[src/rtl/codificatore_pkg.sv]
// -----------------------------------------------------------------------------
// codificatore_pkg
// Shared types and constants for the sequential priority encoder.
//   state_e   : FSM states (IDLE waits for a word, SCAN emits its beats)
//   W_REQ     : request vector width (8)
//   W_IDX     : index width (3)
//   W_CNT     : popcount width (4, holds 0..8)
//   popcount(): number of set bits in a request word
// -----------------------------------------------------------------------------
package codificatore_pkg;

    localparam int W_REQ = 8;
    localparam int W_IDX = 3;
    localparam int W_CNT = 4;

    typedef enum logic {
        IDLE = 1'b0,
        SCAN = 1'b1
    } state_e;

    function automatic logic [W_CNT-1:0] popcount(input logic [W_REQ-1:0] v);
        logic [W_CNT-1:0] n;
        n = '0;
        for (int i = 0; i < W_REQ; i++) begin
            n = n + W_CNT'(v[i]);
        end
        return n;
    endfunction

endpackage : codificatore_pkg

[src/rtl/codificatore_prio_enc8.sv]
// -----------------------------------------------------------------------------
// prio_enc8
// Combinational lowest-set-bit encoder (bit 0 has the highest priority).
//   vec_i : 8-bit input vector
//   idx_o : index of the lowest set bit (0 when vec_i is all zeros)
//   any_o : 1 when at least one bit of vec_i is set
// -----------------------------------------------------------------------------
module prio_enc8
    import codificatore_pkg::*;
(
    input  logic [W_REQ-1:0] vec_i,
    output logic [W_IDX-1:0] idx_o,
    output logic             any_o
);

    // NOTE: every output gets a default before the loop so no path leaves it
    // unassigned, which would otherwise infer a latch.
    always_comb begin
        idx_o = '0;
        any_o = 1'b0;
        // Walk from the top bit down so the last hit is the lowest set bit.
        for (int i = W_REQ - 1; i >= 0; i--) begin
            if (vec_i[i]) begin
                idx_o = W_IDX'(i);
                any_o = 1'b1;
            end
        end
    end

endmodule : prio_enc8

[src/rtl/codificatore_sequenziale.sv]
// -----------------------------------------------------------------------------
// codificatore_sequenziale
// Captures an 8-bit request word and emits one beat per set bit, lowest index
// first, over a valid/ready handshake. An all-zero word emits a single beat
// flagged with none=1.
//
// Ports
//   clk        : rising-edge clock
//   rst        : synchronous active-high reset
//   in_valid   : req holds a word to capture
//   in_ready   : block can accept a word (IDLE)
//   req[7:0]   : request vector, bit n set = source n active
//   out_valid  : idx/last/none hold a valid beat (SCAN)
//   out_ready  : consumer accepts the current beat
//   idx[2:0]   : index of the current active bit
//   last       : current beat is the final beat of the word
//   none       : captured word was all zeros
//   cnt[3:0]   : popcount of the captured word (only with CODIFICATORE_COUNT_EN)
//
// Configuration
//   CODIFICATORE_COUNT_EN : when defined, adds the cnt output and its register.
// -----------------------------------------------------------------------------
module codificatore_sequenziale
    import codificatore_pkg::*;
(
    input  logic             clk,
    input  logic             rst,
    input  logic             in_valid,
    output logic             in_ready,
    input  logic [W_REQ-1:0] req,
    output logic             out_valid,
    input  logic             out_ready,
    output logic [W_IDX-1:0] idx,
    output logic             last,
    output logic             none
`ifdef CODIFICATORE_COUNT_EN
    ,
    output logic [W_CNT-1:0] cnt
`endif
);

    state_e           state_q, state_d;
    logic [W_REQ-1:0] shadow_q, shadow_d;
    logic             none_q, none_d;
`ifdef CODIFICATORE_COUNT_EN
    logic [W_CNT-1:0] cnt_q, cnt_d;
`endif

    logic [W_IDX-1:0] enc_idx;
    logic             enc_any;
    logic             one_left;
    logic             scan;

    prio_enc8 u_prio_enc8 (
        .vec_i (shadow_q),
        .idx_o (enc_idx),
        .any_o (enc_any)
    );

    // Exactly one bit set: non-zero and clearing the lowest bit leaves zero.
    assign one_left = enc_any && ((shadow_q & (shadow_q - W_REQ'(1))) == '0);
    assign scan     = (state_q == SCAN);

    // Outputs depend only on registered state, so they cannot change while a
    // beat is stalled.
    assign in_ready  = ~scan;
    assign out_valid = scan;
    assign idx       = enc_idx;
    assign last      = scan && (none_q || one_left);
    assign none      = scan && none_q;
`ifdef CODIFICATORE_COUNT_EN
    assign cnt       = cnt_q;
`endif

    always_comb begin
        state_d  = state_q;
        shadow_d = shadow_q;
        none_d   = none_q;
`ifdef CODIFICATORE_COUNT_EN
        cnt_d    = cnt_q;
`endif
        case (state_q)
            IDLE: begin
                if (in_valid) begin
                    state_d  = SCAN;
                    shadow_d = req;
                    none_d   = (req == '0);
`ifdef CODIFICATORE_COUNT_EN
                    cnt_d    = popcount(req);
`endif
                end
            end
            SCAN: begin
                if (out_ready) begin
                    // Retire the bit just sent; a zero word stays zero.
                    shadow_d = shadow_q & ~(W_REQ'(1) << enc_idx);
                    if (last) begin
                        state_d = IDLE;
                        none_d  = 1'b0;
                    end
                end
            end
            default: state_d = IDLE;
        endcase
    end

    // NOTE: sequential state uses non-blocking assignments so every register
    // samples the pre-edge values, independent of statement order.
    // NOTE: the shadow register is reset along with the FSM so a reset in SCAN
    // leaves no stale bits behind to leak into idx.
    always_ff @(posedge clk) begin
        if (rst) begin
            state_q  <= IDLE;
            shadow_q <= '0;
            none_q   <= 1'b0;
`ifdef CODIFICATORE_COUNT_EN
            cnt_q    <= '0;
`endif
        end else begin
            state_q  <= state_d;
            shadow_q <= shadow_d;
            none_q   <= none_d;
`ifdef CODIFICATORE_COUNT_EN
            cnt_q    <= cnt_d;
`endif
        end
    end

endmodule : codificatore_sequenziale

[config.mk]
export PLATFORM = sky130hd
export DESIGN_NAME = codificatore_sequenziale
export DESIGN_NICKNAME = d
export VERILOG_FILES = /design/src/rtl/codificatore_pkg.sv /design/src/rtl/codificatore_prio_enc8.sv /design/src/rtl/codificatore_sequenziale.sv
export SDC_FILE = /design/constraint.sdc
export NUM_CORES = 1
export LEC_CHECK = 0
export CAP_MARGIN = 20
export CORE_MARGIN = 1.5
export CORE_UTILIZATION = 44
export CTS_BUF_LIST = sky130_fd_sc_hd__clkbuf_16
export DETAILED_ROUTE_END_ITERATION = 10
export GPL_ROUTABILITY_DRIVEN = 0
export PLACE_DENSITY = 0.72
export SYNTH_ARGS = -nofsm -noshare
export SYNTH_HDL_FRONTEND = slang
export SYNTH_SLANG_ARGS = --single-unit
[constraint.sdc]
create_clock -name clk -period 2 [get_ports clk]
set_clock_uncertainty 0.1 [all_clocks]
set_input_delay 0.4 -clock clk [delete_from_list [all_inputs] [get_ports clk]]
set_output_delay 0.4 -clock clk [all_outputs]
set_load 0.03 [all_outputs]
==> out/qor.yml <==
status: "finished with violations"
violations: "setup timing"
finish.net_count: 120
drt_drc_violations_left: 0
r2r-end: "shadow_q[7]"
p_int_mw: 0.586
max_freq_ghz: 0.476
cts_max_level: 1
tightest_slew_ns: 0.391
layout-drive-gt1-share_pct: 21.7
avgSynthCellArea_um2: 7.55
yosysTopAreaCell: "dfxtp_1"
n_fill_cell: 94
rows: 13
dieArea_um2: 1600
grt-ovfl-total: 0
io_pins: 19
crit_required_ns: 1.50
via_per_inst: 5.84
hold_depth: 2
wl_mm: 1.67
place_area_um2: 817
max_stage_delay_ns: 0.36
worstSkewPairLatency_ns: 0.24
fin_util_pct: 72.6
cts_tree: "built"
drt_iter0_drc: 11
via_count: 707
yosysSeqAreaShare_pct: 33.1
path_clk_slew_ns: 0.04
whs_ns: 0.450
slowest_stage: "nor4_4"
power_frac_seq_pct: 28.7
die_h_um: 40.1
cts_root_buffer: "clkbuf_16"
ys_top_cells_by_area: "dfxtp_1, a21oi_1, nand2_1, nor2_1, a311oi_1"
maxSlewViolCount: 0
core-area_um2: 1280
ys_ff_latch: 10
maxSlewHeadroom_pct: 73.8
syn_to_final_growth_pct: 54.5
end_kind: "output port"
firstDrtPassIters: 4
powerDensity_nw_per_um2: 872
p_clk_share_pct: 43.1
final_area_um2: 933
hold_viol: 0
irDropWorstVdd_mv: 0.515
timing.critical_path.cells: "nor4_4 > nand3b_1 > a31oi_1 > and3_1 > buf_6"
critPathKind: "register to output port"
sw_frac_of_total_pct: 28.0
yosysUniqueCellTypes: 27
wl_per_cell_um: 13.8
die_w_um: 40.1
worstReg2RegStart: "shadow_q[3]"
p_comb_share_pct: 28.1
reg2reg_slack_ns: 0.23
ant_nets: 0
numClockSinks: 10
antenna_found_initial: 0
p_sw_mw: 0.228
placed_cells: 115
fin_ws_ns: -0.0988
setup_tns_ns: -0.150
syn_nets: 92
cp_max_fo: 5
finalCritPeriodShare_pct: 105
worstHoldStart: "shadow_q[7]"
hpwl_mm: 1.24
hold_path.class: "register to register"
post-route-min-period_ns: 2.10
power_leakage_nw: 0.385
track_usage_pct: 26.9
stdcell_count: 121
grt_pass1_vias: 601
synth_top_area_share_pct: 33.1
port_buffers: 18
antenna_cells: 0
worstHoldEndpoint: "shadow_q[7]"
initial_core_util_pct: 47.0
crit_arrival_ns: 1.60
syn_area_um2: 604
cts_max_path_buffers: 2
reg2reg_depth: 7
cts_hold_buf: 0
grt_pass1_wl_mm: 2.73
maxCapViolations: 0
grt_max_degree: 11
setup_viol: 2
rsz0062_at_grt: "true"
cp-start-kind: "register"
synthCells: 80
ys_warn_count: 0
cts_made_buffers: 3
==> layer usage <==
| metal | global-route usage [%] | part of all wire [%] | vias to the layer above |
|---|---|---|---|
| met2 | 39.9 | 46 | 24 |
| met5 | 0 | 0 | - |
| met3 | 6.67 | 4.2 | 5 |
| li1 | - | - | 347 |
| met4 | 12.9 | 2.0 | 0 |
| met1 | 36.0 | 47 | 331 |
==> power groups by stage <==
stage                     registers (mW)  logic (mW)  clock network (mW)
after floorplan                    0.237       0.124                   0
after CTS                          0.233       0.221               0.352
after global routing               0.237       0.249               0.363
after global placement             0.236       0.209                   0
final                              0.234       0.229               0.351
after detailed placement           0.237       0.211                   0
==> placed cells by master (no fill, tap or decap), drive strengths merged, types with 2 or more instances in the layout <==
cell type,instances
a211oi,3
a21oi,9
a311oi,3
a31oi,2
buf,12
clkbuf,3
clkdlybuf4s50,13
dfxtp,10
inv,6
mux2i,2
nand2,9
nand3,2
nor2,8
nor2b,2
nor3,3
nor4,3
o211ai,2
o21ai,5
==> cells by family (layout without fill, tap and decap cells) <==
logic type | after synthesis | in the layout | share of synthesized area, %
flops | 10 | 10 | 33.1
buf+inv | 9 | 35 | 6.00
xor+xnor | 1 | 1 | 1.45
compound gates | 28 | 28 | 30.4
simple gates | 30 | 30 | 25.7
mux | 2 | 2 | 3.31
==> per-stage QoR <==
stage | setup slack (ns) | total power, mW
6_report | -0.0988 | 0.814
5_1_grt | -0.175 | 0.850
4_1_cts | -0.112 | 0.806
3_5_place_dp | 0.0963 | 0.448
3_3_place_gp | 0.111 | 0.445
2_1_floorplan | 0.0776 | 0.361
==> what timing repair did <==
item	CTS	global route
hold endpoints to repair	0	0
buffers inserted	2	1
endpoints found under the setup margin	1	4
gates resized for setup	4	5
pin swaps	4	4
==> area by class of cell <==
type,instances,area [um2],share of cell area (%)
multi-input combinational,61,368,39.4
timing repair buffer,26,240,25.7
sequential,10,209,22.4
clock buffer,3,75.1,8.04
inverter,6,22.5,2.41
tap,15,18.8,2.01
==> state kept, by name (all words and copies together), names as in the netlist <==
name / flops
none_q: 1
shadow_q: 8
out_valid: 1
==> cell usage after synthesis <==
library cell  number
a21oi_1            9
nand3_1            2
and2_1             1
mux2i_1            2
o21ai_0            4
a22oi_1            1
o311ai_1           1
buf_2              2
dfxtp_1           10
o21ai_1            1
a311oi_1           3
o41a_2             1
nand3b_1           1
inv_1              6
buf_1              1
nor3_1             3
xor2_1             1
a31oi_1            2
nand2_1            9
nor4_1             2
and3_1             1
nor2_1             8
nor2b_1            2
nor4_4             1
o211ai_1           2
a21o_2             1
a211oi_1           3
==> how the worst max path moves through the flow <==
| stage | end | start | slack, ns |
|---|---|---|---|
| 3_3_place_gp | last | shadow_q[3] | 0.11 |
| 2_1_floorplan | last | shadow_q[0] | 0.08 |
| 4_1_cts | last | shadow_q[3] | -0.11 |
| 5_1_grt | last | shadow_q[3] | -0.17 |
| 6_report | last | shadow_q[3] | -0.1 |
| 3_5_place_dp | last | shadow_q[3] | 0.1 |
==> worst max-delay path, delay by kind of cell (launching register included) <==
family | cells | cell delay [ns]
flops | 1 | 0.35
compound gates | 1 | 0.21
buf+inv | 1 | 0.13
simple gates | 3 | 0.68
No activity file was read; power rests on OpenSTA's default activity.
